**src/rtl/vmul_pkg.sv**
```systemverilog
// Shared definitions for the two-requester Vedic multiply/accumulate scheduler.
// Holds the default widths and the record that lives in the first pipeline
// stage between arbitration and the multiplier.
package vmul_pkg;

    localparam int VMUL_NREQ  = 2;
    localparam int VMUL_ACC_W = 20;
    localparam int OPW        = 8;
    localparam int PRODW      = 16;

    typedef struct packed {
        logic           valid;
        logic           id;
        logic [OPW-1:0] a;
        logic [OPW-1:0] b;
        logic           acc;
    } s1_t;

endpackage

```
**src/rtl/i8bit_mul.sv**
```systemverilog
// Combinational 8x8 unsigned Vedic (Urdhva Tiryagbhyam) multiplier core.
// Ports:
//   a_i, b_i : 8-bit operands
//   p_o      : 16-bit product
// The product is built recursively: 2x2 blocks from half adders, 4x4 from
// four 2x2 partials, 8x8 from four 4x4 partials.
module i8bit_mul (
    input  logic [7:0]  a_i,
    input  logic [7:0]  b_i,
    output logic [15:0] p_o
);

    function automatic logic [3:0] vm2(input logic [1:0] a, input logic [1:0] b);
        logic t1, t2, t3, c1;
        t1  = a[1] & b[0];
        t2  = a[0] & b[1];
        t3  = a[1] & b[1];
        c1  = t1 & t2;
        vm2 = {t3 & c1, t3 ^ c1, t1 ^ t2, a[0] & b[0]};
    endfunction

    function automatic logic [7:0] vm4(input logic [3:0] a, input logic [3:0] b);
        logic [3:0] q0, q1, q2, q3;
        q0  = vm2(a[1:0], b[1:0]);
        q1  = vm2(a[3:2], b[1:0]);
        q2  = vm2(a[1:0], b[3:2]);
        q3  = vm2(a[3:2], b[3:2]);
        // q0 < 16, so the high and low partials concatenate without overlap.
        vm4 = {q3, q0} + ({4'b0, q1} << 2) + ({4'b0, q2} << 2);
    endfunction

    function automatic logic [15:0] vm8(input logic [7:0] a, input logic [7:0] b);
        logic [7:0] q0, q1, q2, q3;
        q0  = vm4(a[3:0], b[3:0]);
        q1  = vm4(a[7:4], b[3:0]);
        q2  = vm4(a[3:0], b[7:4]);
        q3  = vm4(a[7:4], b[7:4]);
        vm8 = {q3, q0} + ({8'b0, q1} << 4) + ({8'b0, q2} << 4);
    endfunction

    assign p_o = vm8(a_i, b_i);

endmodule

```
**src/rtl/vmul_arbiter.sv**
```systemverilog
// Round-robin scheduler sharing one 8x8 Vedic multiplier between two
// requesters, with a per-requester multiply-accumulate register and a
// two-stage pipeline (operand stage S1, response stage S2).
// Ports:
//   clk, rst_n            : clock, synchronous active-low reset
//   req_valid/req_ready   : per-requester operand handshake
//   req_a/req_b           : packed operands, requester i in [8i+7:8i]
//   req_acc               : 1 = accumulate product, 0 = load product
//   rsp_valid/rsp_ready   : response handshake
//   rsp_id/rsp_data       : owning requester and result value
module vmul_arbiter
    import vmul_pkg::*;
#(
    parameter int NREQ  = VMUL_NREQ,
    parameter int ACC_W = VMUL_ACC_W
) (
    input  logic                clk,
    input  logic                rst_n,
    input  logic [NREQ-1:0]     req_valid,
    output logic [NREQ-1:0]     req_ready,
    input  logic [NREQ*OPW-1:0] req_a,
    input  logic [NREQ*OPW-1:0] req_b,
    input  logic [NREQ-1:0]     req_acc,
    output logic                rsp_valid,
    input  logic                rsp_ready,
    output logic                rsp_id,
    output logic [ACC_W-1:0]    rsp_data
);

    s1_t              s1_q, s1_d;
    logic             ptr_q, ptr_d;
    logic             rsp_valid_q, rsp_valid_d;
    logic             rsp_id_q, rsp_id_d;
    logic [ACC_W-1:0] rsp_data_q, rsp_data_d;
    logic [ACC_W-1:0] acc_q [NREQ];
    logic [ACC_W-1:0] acc_d [NREQ];

    logic [NREQ-1:0]  grant;
    logic             gid;
    logic             accept;
    logic             s2_stall, s1_adv, s1_free;
    logic [PRODW-1:0] prod;
    logic [ACC_W-1:0] res;

    i8bit_mul u_mul (
        .a_i (s1_q.a),
        .b_i (s1_q.b),
        .p_o (prod)
    );

    assign s2_stall = rsp_valid_q & ~rsp_ready;
    assign s1_adv   = s1_q.valid & ~s2_stall;
    assign s1_free  = ~s1_q.valid | s1_adv;

    // ptr_q is the index that wins a tie; it moves away from whoever was
    // last accepted, so after reset requester 0 is favoured.
    always_comb begin
        grant = '0;
        case (req_valid)
            2'b01:   grant = 2'b01;
            2'b10:   grant = 2'b10;
            2'b11:   grant = ptr_q ? 2'b10 : 2'b01;
            default: grant = '0;
        endcase
    end

    assign req_ready = grant & {NREQ{s1_free & rst_n}};
    assign accept    = |(req_valid & req_ready);
    assign gid       = grant[1];

    // Accumulator read and write both happen at the S1 advance, so
    // back-to-back accumulate ops from one requester chain without a hazard.
    assign res = s1_q.acc ? acc_q[s1_q.id] + ACC_W'(prod) : ACC_W'(prod);

    always_comb begin
        s1_d        = s1_q;
        ptr_d       = ptr_q;
        rsp_valid_d = rsp_valid_q;
        rsp_id_d    = rsp_id_q;
        rsp_data_d  = rsp_data_q;
        acc_d       = acc_q;

        if (s1_adv) begin
            acc_d[s1_q.id] = res;
            rsp_valid_d    = 1'b1;
            rsp_id_d       = s1_q.id;
            rsp_data_d     = res;
            s1_d.valid     = 1'b0;
        end else if (!s2_stall) begin
            rsp_valid_d = 1'b0;
        end

        // A new accept overrides the vacated S1 in the same cycle.
        if (accept) begin
            s1_d.valid = 1'b1;
            s1_d.id    = gid;
            s1_d.a     = gid ? req_a[2*OPW-1:OPW] : req_a[OPW-1:0];
            s1_d.b     = gid ? req_b[2*OPW-1:OPW] : req_b[OPW-1:0];
            s1_d.acc   = req_acc[gid];
            ptr_d      = ~gid;
        end
    end

    always_ff @(posedge clk) begin
        if (!rst_n) begin
            s1_q        <= '0;
            ptr_q       <= 1'b0;
            rsp_valid_q <= 1'b0;
            rsp_id_q    <= 1'b0;
            rsp_data_q  <= '0;
            acc_q       <= '{default: '0};
        end else begin
            s1_q        <= s1_d;
            ptr_q       <= ptr_d;
            rsp_valid_q <= rsp_valid_d;
            rsp_id_q    <= rsp_id_d;
            rsp_data_q  <= rsp_data_d;
            acc_q       <= acc_d;
        end
    end

    assign rsp_valid = rsp_valid_q;
    assign rsp_id    = rsp_id_q;
    assign rsp_data  = rsp_data_q;

endmodule

```
**config.mk**
```make
export PLATFORM = sky130hd
export DESIGN_NAME = vmul_arbiter
export DESIGN_NICKNAME = d
export VERILOG_FILES = /design/src/rtl/vmul_pkg.sv /design/src/rtl/i8bit_mul.sv /design/src/rtl/vmul_arbiter.sv
export SDC_FILE = /design/constraint.sdc
export NUM_CORES = 1
export LEC_CHECK = 0
export CORE_UTILIZATION = 30
export DETAILED_ROUTE_END_ITERATION = 8
export PLACE_DENSITY = 0.55
export SLEW_MARGIN = 20
export SYNTH_ARGS = -nofsm -noshare
export SYNTH_HDL_FRONTEND = slang
export SYNTH_SLANG_ARGS = --single-unit
```
**constraint.sdc**
```tcl
create_clock -name clk -period 6.08 [get_ports clk]
set_clock_uncertainty 0.2 [all_clocks]
set_input_delay 0.608 -clock clk [delete_from_list [all_inputs] [get_ports clk]]
set_output_delay 0.608 -clock clk [all_outputs]
set_load 0.02 [all_outputs]
```
# Word level (Yosys, flattened, before mapping)
# Cells that the tools add are included.
[op_classes]
n_addsub = 11
order_cmp = 3
n_eq_ne = 4
n_mux = 17
n_bitwise = 139
n_reduce_logical = 3
[ops]
columns = ["op", "count"]
rows = [
  ["two-way mux 20 bit", 5],
  ["AND 1 bit", 99],
  ["adder 8 x 6 -> 8 bit", 8],
  ["bitwise mux 40 bit", 1],
  ["adder 16 x 12 -> 16 bit", 2],
  ["bitwise XOR 1 bit", 32],
  ["adder 20 x 16 -> 20 bit", 1],
  ["demux 20 bit (select 1 bit)", 1],
  ["two-way mux 19 bit", 1],
  ["two-way mux 8 bit", 2],
  ["case mux 2 bit (3 select lines)", 1],
  ["two-way mux 1 bit", 5],
  ["AND 2 bit", 2],
  ["== test 2 bit (second input constant)", 2],
  ["inverter 1 bit", 4],
  ["== test 2 x 1 -> 1 bit (second input constant)", 1],
  ["greater-or-equal comparator 2 bit (second input constant)", 1],
  ["< comparator 1 x 2 -> 1 bit (second input constant)", 1],
  ["< comparator 2 x 1 -> 1 bit (second input constant)", 1],
  ["two-way mux 2 bit", 1],
  ["inequality test 2 x 1 -> 1 bit (second input constant)", 1],
  ["inverter 1 -> 2 bit", 1],
  ["nonzero test 2 bit", 1],
  ["OR reduction 2 bit", 1],
  ["2 further kinds", 2],
]
[totals]
register_bits = 82
in_bits = 39
output_inout_bits = 24
wordCells = 188

# Depth between registers and ports, before layout
# Gate-level depths: netlist (run 1).
[depth]
depth_word = 10
ltp_mapped = 29
mapped_depth_nobuf = 29

# By module
# From an unflattened synthesis (run 1), not the netlist that was laid out.
[unflattened]
cells_unflattened = 835
hier_area_um2 = 6945.4
[by_module_without_submodules]
columns = ["module", "n_inst", "cells_each", "area_each_um2", "seq_area_each_um2"]
rows = [
  ["vmul_arbiter", 1, 542, 4498.1, 1641.6],
  ["i8bit_mul", 1, 293, 2447.3, 0.0],
]

# Worst setup path before layout (run 1)
# No wires, ideal clock.
[synth_path]
path_type = "register to register"
start = "reg s1_q[3] in the netlist's numbering"
end = "reg acc_q[17] in the netlist's numbering"
setup_ns = 0.130
arrival_time_ns = 5.804
required_time_ns = 5.750
slack_ns = -0.055
stages_incl_launch_ff = 26
n_path_buf = 1
period_less_slack_ns = 6.135
path_cell_list = "dfxtp_1 > clkbuf_1 > and2_1 > ha_1 > ha_1 > inv_1 > fa_1 > inv_1 > fa_1 > a21o_1 > a21oi_1 > xnor2_1 > fa_1 > ha_1 > nor2b_1 > o2111ai_1 > nand3b_1 > xor2_1 > ha_1 > and2_1 > and3_1 > a32o_1 > a311o_1 > and3_1 > a211oi_2 > o31ai_1"
[synth_between]
elab_chain_cells = 10
elab_cells_between_ends = 33
classes_between = "add/sub (7); mux (2); bitwise (24)"
[synth_lines]
columns = ["item", "line", "source"]
rows = [
  ["from (decl)", "vmul_arbiter.sv:30", "s1_t s1_q, s1_d;"],
  ["from (signal assigned)", "vmul_arbiter.sv:106", "s1_q <= '0;"],
  ["from (signal assigned)", "vmul_arbiter.sv:113", "s1_q <= s1_d;"],
  ["AND 1 bit", "i8bit_mul.sv:15", "t1 = a[1] & b[0];"],
  ["AND 1 bit", "i8bit_mul.sv:18", "c1 = t1 & t2;"],
  ["bitwise XOR 1 bit or AND 1 bit (tied branches)", "i8bit_mul.sv:19", "vm2 = {t3 & c1, t3 ^ c1, t1 ^ t2, a[0] & b[0]};"],
  ["adder 8 x 6 -> 8 bit (2 in a row)", "i8bit_mul.sv:29", "vm4 = {q3, q0} + ({4'b0, q1} << 2) + ({4'b0, q2} << 2);"],
  ["adder 16 x 12 -> 16 bit * (2 in a row)", "i8bit_mul.sv:38", "vm8 = {q3, q0} + ({8'b0, q1} << 4) + ({8'b0, q2} << 4);"],
  ["adder 20 x 16 -> 20 bit *", "vmul_arbiter.sv:73", "assign res = s1_q.acc ? acc_q[s1_q.id] + ACC_W'(prod) : ACC_W'(prod);"],
  ["two-way mux 20 bit *", "vmul_arbiter.sv:73", ""],
  ["bitwise mux 40 bit *", "vmul_arbiter.sv:84", "acc_d[s1_q.id] = res;"],
  ["to (signal assigned)", "vmul_arbiter.sv:111", "acc_q <= '{default: '0};"],
  ["to (signal assigned)", "vmul_arbiter.sv:118", "acc_q <= acc_d;"],
  ["to (decl)", "vmul_arbiter.sv:35", "logic [ACC_W-1:0] acc_q [NREQ];"],
]
# Mark *: on every way between the ends. The rest lies on a longest branch, timed or not.
# A chain may end at the register's enable or synchronous reset.

# Worst setup path in the final report (run 1)
[layout_path]
start = "reg s1_q[9] in the netlist's numbering"
end = "reg acc_q[15] in the netlist's numbering"
[layout_between]
elab_chain_cells = 10
elab_cells_between_ends = 33
classes_between = "add/sub (7); mux (2); bitwise (24)"
[layout_lines]
columns = ["item", "line", "source"]
rows = [
  ["AND 1 bit", "i8bit_mul.sv:16", "t2 = a[0] & b[1];"],
  ["AND 1 bit", "i8bit_mul.sv:18", ""],
  ["bitwise XOR 1 bit or AND 1 bit (tied branches)", "i8bit_mul.sv:19", ""],
  ["adder 8 x 6 -> 8 bit (2 in a row)", "i8bit_mul.sv:29", ""],
  ["adder 16 x 12 -> 16 bit", "i8bit_mul.sv:38", ""],
  ["adder 16 x 12 -> 16 bit *", "i8bit_mul.sv:38", ""],
  ["adder 20 x 16 -> 20 bit", "vmul_arbiter.sv:73", ""],
  ["two-way mux 20 bit *", "vmul_arbiter.sv:73", ""],
  ["bitwise mux 40 bit *", "vmul_arbiter.sv:84", ""],
]
# Marks and branches as above.

==> run_results.csv, run 1 <==
group,metric,value,unit
sta,whs,0.252,ns
setup_path,r2r-end,"acc_q[15]",
setup_path,crit_family,"adder cells",
routing,drt_iter0_markers,225,
die,die_w,154,um
setup_path,critPathKind,"reg2reg",
placement,dp_hpwl,12800,um
sta,slew_viol_final,0,
sta,tightestPinTransition,1.03,ns
routing,via_per_inst,4.87,
finish,final_layout_size_suffix_gt1_share,22.6,%
logic_synthesis,synthTopCellsByCount,"84 x nor2_1, 82 x dfxtp_1, 78 x inv_1",
sta,setup_violations,0,
finish,syn_to_final_growth,33.7,%
setup_path,critical_path_required,6.15,ns
clock_tree,ctsHtreeMaxLevel,3,
setup_path,arrival,6.11,ns
logic_synthesis,synth_warnings,0,
clock_tree,clock-sinks,82,
clock_tree,clkLatencyLatePin,0.35,ns
logic_synthesis,yosysMostFrequentCell,"nor2_1",
power,p_leak,4.11,nW
logic_synthesis,async_flop_share,0,%
sta,finalHoldViolCount,0,
setup_path,r2r_cells,28,
grt,grt_pass1_wl,29000,um
grt,gr-total-overflow,0,
min_path,hp-class,"reg2reg",
clock_tree,path_clk_slew,0.06,ns
setup_path,critPathMaxStageDelay,0.49,ns
routing,wl,17300,um
logic_synthesis,synth_nets,965,
finish,antenna_cells,0,
min_path,hold_start,"acc_q[8]",
logic_synthesis,netlist_area,6890,sq um
setup_path,crit_fanout,6,
clock_tree,cts_root_buffer,"clkbuf_16",
sta,fmax,0.165,GHz
grt,antenna_found_initial,0,
sta,period_minus_slack,6.04,ns
placement,port-buffer-count,62,
die,io_pins,63,
setup_path,rrSetupSlack,0.04,ns
die,rows,55,
routing,ant_nets,0,
sta,relSlewSlack,31.6,%
clock_tree,cts_hold_buffers,0,
sta,rsz0062_at_grt,"yes",
logic_synthesis,seq_area_frac_synth,23.8,%
setup_path,worst_setup_path_start_kind,"flop",
logic_synthesis,yosys.area.top_type,"dfxtp_1",
setup_path,timing.rr.start,"s1_q[9]",
min_path,hold-path-cell-count,2,
logic_synthesis,synth-main-ff-cell,"dfxtp_1",
setup_path,end_kind,"flop",
status,status,"finished, final reports clean",
finish,final_nets,1078,
clock_tree,clk_path_buf_depth,2,
power,p_per_area,190,nW/um^2
power,vdd_drop_max,107,uV
logic_synthesis,synth_area_leaders,"dfxtp_1 24%, ha_1 13%, fa_1 8.7%",
sta,setup_tns,0,ns
logic_synthesis,synth_cell_types,62,
logic_synthesis,yosysTopAreaCellShare,23.8,%
clock_tree,cts_buffers,9,
die,fp.dieH,154,um
setup_path,cpMostUsedCell,"ha_4",
job,drv_cap,0,
routing,firstDrtPassIters,4,
routing,via_count,5968,
routing,drc_errors,0,
logic_synthesis,synthCells,824,
routing,wl_per_cell,14.1,um
grt,grtUsageTotal,15.1,%
logic_synthesis,synth-edff-count,0,
setup_path,worst-path-buf-inv,5,
die,initial_core_util,30.5,%
logic_synthesis,ys_seq_elements,82,
clock_tree,cts_tree,"built",
sta,finalCritPeriodShare,99.4,%
grt,grt_pass1_vias,5871,
die,die_area,23600,sq um
placement,place_congestion,0.808,
logic_synthesis,avgSynthCellArea,8.36,sq um
setup_path,slowest_stage,"fa_1",
grt,grt_max_degree,70,
min_path,min_to,"acc_q[8]",
die,core_area,22600,sq um
[cell families (layout without fill, tap and decap cells)]
family                   count (synthesis)  in the layout  synth area share (%)
multiplexers                            46             46                  7.05
XOR/XNOR                                31             31                  4.25
AND/OR/NAND/NOR                        279            279                  19.7
flip-flops                              82             82                  23.8
adder cells (fa/ha/maj)                102            102                  21.8
AO/OA/AOI/OAI                          168            168                  16.9
buffers and inverters                  116            233                  6.38
[registers in the layout, summed over array words and instances (netlist names)]
| name | count |
|---|---|
| rsp_id | 1 |
| rsp_data | 20 |
| rsp_valid | 1 |
| acc_q | 40 |
| ptr_q | 1 |
| s1_q | 19 |
[layout by cell type, fill, tap and decap left out, types with 6 or more instances in the layout]
master / netlist / layout
mux2_2: 17 / 17
buf_4: 1 / 69
dfxtp_2: 0 / 8
a31oi_1: 7 / 7
ha_4: 0 / 20
nand2_1: 61 / 59
xor2_1: 14 / 11
and2_4: 0 / 9
nor3_1: 16 / 15
buf_6: 0 / 6
mux2i_1: 26 / 26
a21oi_1: 42 / 32
nor2_1: 84 / 82
a211oi_1: 39 / 38
inv_2: 0 / 8
clkdlybuf4s50_1: 0 / 62
inv_1: 78 / 71
a21o_1: 13 / 13
ha_1: 72 / 47
nand4_1: 7 / 7
dfxtp_1: 82 / 71
and2_1: 58 / 49
xnor2_1: 15 / 11
a21oi_2: 0 / 9
nand3_1: 22 / 21
fa_1: 30 / 25
clkbuf_16: 0 / 9
o21ai_0: 16 / 14
[metrics by stage]
| step | total power, mW | std cells | worst slack (ns) | utilization (%) | area [sq um] |
|---|---|---|---|---|---|
| after floorplan | 0.924 | 824 | 0.0195 | - | 6890 |
| after global placement | 1.12 | 1200 | -0.105 | 36.5 | 8240 |
| final | 1.75 | 1226 | 0.0352 | 40.8 | 9210 |
| after global routing | 1.85 | 1226 | -0.247 | 40.8 | 9210 |
| after detailed placement | 1.13 | 1200 | -0.181 | 36.5 | 8240 |
| after CTS | 1.71 | 1218 | 0.0000338 | 38.7 | 8720 |
[cell type report]
cell class | count | area [sq um]
Sequential cell | 82 | 1660
Clock inverter | 4 | 51.3
Timing Repair Buffer | 139 | 1230
Fill cell | 2315 | 13400
Clock buffer | 11 | 253
Tap cell | 285 | 357
Inverter | 79 | 297
Multi-Input combinational cell | 626 | 5360
[worst max-delay path by stage]
stage / start / to / slack, ns / cells after the start
after floorplan: s1_q[3] / acc_q[17] / 0.02 / 25
after global placement: s1_q[10] / acc_q[17] / -0.11 / 24
after detailed placement: s1_q[10] / acc_q[37] / -0.18 / 24
after CTS: s1_q[10] / acc_q[17] / 0.00003 / 24
after global routing: s1_q[9] / acc_q[15] / -0.25 / 28
final: s1_q[9] / acc_q[15] / 0.04 / 28
[report_power, final]
group	switching, mW	internal, mW
Clock	0.223	0.338
Combinational	0.311	0.280
Sequential	0.0222	0.573
Total	0.557	1.19
[timing repair]
item / 4_1_cts / 5_1_grt
pin swaps: 33 / 67
buffers inserted: 3 / 8
setup endpoints to repair: 17 / 21
resized for setup: 37 / 79
[worst min-delay path, stage by stage (launching register included)]
cell	delay [ns]
dfxtp_1	0.31
nand2_1	0.05
a21oi_1	0.05
[layer usage]
layer / routed length (um) / up-vias / track usage (%)
li1: - / 3074 / -
met1: 8530 / 2795 / 20.3
met2: 8160 / 86 / 25.2
met3: 490 / 13 / 2.59
met4: 167 / 0 / 3.19
met5: 0 / - / 0
(Power assumes the default switching activity.)
==> run 2: changes to the inputs <==
--- a/config.mk
+++ b/config.mk
@@ -5,9 +5,9 @@
 export SDC_FILE = /design/constraint.sdc
 export NUM_CORES = 1
 export LEC_CHECK = 0
-export CORE_UTILIZATION = 30
+export CORE_UTILIZATION = 45
 export DETAILED_ROUTE_END_ITERATION = 8
-export PLACE_DENSITY = 0.55
+export PLACE_DENSITY = 0.73
 export SLEW_MARGIN = 20
 export SYNTH_ARGS = -nofsm -noshare
 export SYNTH_HDL_FRONTEND = slang
==> run_results.csv, run 2 (synthesis results as in run 1) <==
group,metric,value,unit
finish,syn_to_final_growth,27.2,%
routing,wl,16200,um
clock_tree,ctsHtreeMaxLevel,3,
power,p_per_area,198,nW/um^2
min_path,hold_start,"rsp_data[14]",
min_path,hold-path-cell-count,2,
min_path,min_to,"rsp_data[14]",
clock_tree,path_clk_slew,0.06,ns
setup_path,r2r_cells,24,
routing,drt_iter0_markers,316,
routing,wl_per_cell,14.6,um
clock_tree,cts_root_buffer,"clkbuf_16",
sta,fmax,0.165,GHz
setup_path,rrSetupSlack,0.009,ns
die,fp.dieH,126,um
grt,antenna_found_initial,0,
power,fin_total_pwr,1.73,mW
finish,nFillCells,1277,
placement,placed_area,8000,sq um
sta,setup_slack,0.00884,ns
sta,finalHoldViolCount,0,
finish,top_register,"acc_q",
clock_tree,clk_path_buf_depth,2,
finish,final_nets,1060,
finish,largest_reg_flops,40,
finish,finish.instance_area,8760,sq um
setup_path,r2r-end,"acc_q[17]",
placement,pre_cts_slack,-0.197,ns
sta,setup_violations,0,
grt,grt_max_degree,70,
clock_tree,cts_buffers,9,
clock_tree,clkLatencyLatePin,0.35,ns
setup_path,cp-startpoint,"s1_q[12]",
sta,relSlewSlack,35.5,%
die,die_w,126,um
placement,port-buffer-count,62,
grt,grt_pass1_vias,5921,
die,initial_core_util,46.7,%
routing,via_per_inst,5.41,
sta,whs,0.252,ns
sta,finalCritPeriodShare,99.9,%
finish,layout_common_cells,"83 x nor2_1, 74 x dfxtp_1, 72 x inv_1, 62 x clkdlybuf4s50_1, 60 x nand2_1",
power,p_leak,4.02,nW
clock_tree,clock-sinks,82,
grt,grtUsageTotal,20.9,%
sta,slew_viol_final,0,
min_path,hp-class,"reg2reg",
sta,rsz0062_at_grt,"yes",
setup_path,timing.rr.start,"s1_q[12]",
sta,tightestPinTransition,0.968,ns
setup_path,end_kind,"flop",
die,rows,44,
die,die_area,15800,sq um
setup_path,crit_fanout,4,
setup_path,critical_path_required,6.09,ns
setup_path,critPathKind,"reg2reg",
routing,ant_nets,0,
routing,firstDrtPassIters,6,
grt,gr-total-overflow,0,
sta,period_minus_slack,6.07,ns
die,io_pins,63,
status,status,"finished, final reports clean",
clock_tree,cts_tree,"built",
placement,dp_hpwl,11900,um
setup_path,arrival,6.08,ns
routing,drc_errors,0,
finish,final_common_cell,"nor2_1",
job,drv_cap,0,
finish,final_layout_size_suffix_gt1_share,18.7,%
sta,setup_tns,0,ns
routing,via_count,5990,
setup_path,worst_setup_path_start_kind,"flop",
power,vdd_drop_max,185,uV
placement,place_congestion,0.854,
grt,grt_pass1_wl,27200,um
die,core_area,14800,sq um
finish,antenna_cells,0,
## run 2: changes by cell type in the layout (fill, tap and decap cells not counted), sizes merged
| cell | previous run | this run |
|---|---|---|
| dlymetal6s2s | 0 | 1 |
| bufinv | 1 | 2 |
| clkbuf | 12 | 11 |
| inv | 79 | 80 |
| buf | 76 | 57 |
## run 2: cell type report
class / instances / area, sq um / area share [%]
repair buffers: 121 / 1070 / 12.2
clock buffers: 10 / 229 / 2.61
multi-input cells: 626 / 5180 / 59.2
well taps: 184 / 230 / 2.63
clock inverters: 6 / 90.1 / 1.03
inverters: 79 / 297 / 3.39
flip-flops and latches: 82 / 1660 / 19.0
## run 2: repair_timing
| action | CTS | global route |
|---|---|---|
| resized for setup | 20 | 61 |
| setup endpoints to repair | 11 | 27 |
| hold buffers | 0 | 0 |
| setup buffers | 2 | 5 |
| pin swaps | 16 | 44 |
| hold endpoints to repair | 0 | 0 |
## run 2: per-layer routing
| metal | GRT usage (%) | vias to the layer above | wire length, um |
|---|---|---|---|
| li1 | - | 3045 | - |
| met1 | 25.8 | 2790 | 7280 |
| met2 | 36.8 | 133 | 8030 |
| met3 | 3.23 | 22 | 562 |
| met4 | 7.82 | 0 | 328 |
| met5 | 0 | - | 0 |
## run 2: worst max path at each step
stage,end,cells after the start
4_1_cts,acc_q[17],24
5_1_grt,acc_q[17],23
3_3_place_gp,acc_q[17],24
3_5_place_dp,rsp_data[17],24
2_1_floorplan,acc_q[17],25
6_report,acc_q[17],24
## run 2: worst max-delay path, cell delays in order, from the launching register on
cell       delay [ns]
dfxtp_4          0.36
and2_4           0.16
ha_4             0.15
ha_4             0.26
inv_2            0.03
fa_1             0.51
inv_2            0.05
fa_2             0.42
xor2_2           0.17
fa_1             0.55
ha_2             0.19
inv_2            0.04
fa_2             0.42
nor2b_4          0.14
o2111ai_2        0.15
nand3b_1         0.13
xor2_1           0.20
ha_1             0.28
and2_4           0.15
and3_4           0.17
a32o_2           0.24
a311o_1          0.40
and3_1           0.21
a211oi_2         0.26
o31ai_1          0.11
## run 2: per-stage QoR
stage	utilization, %	std cells
after global placement	54.2	1085
after global routing	59.4	1108
after floorplan	-	824
after CTS	57.1	1103
after detailed placement	54.2	1085
final	59.4	1108
## run 2: where the power goes
part / switching [mW] / internal (mW) / leakage [nW]
clock network: 0.227 / 0.361 / 0.153
registers: 0.0234 / 0.572 / 0.675
logic: 0.293 / 0.254 / 3.19
total: 0.544 / 1.19 / 4.02
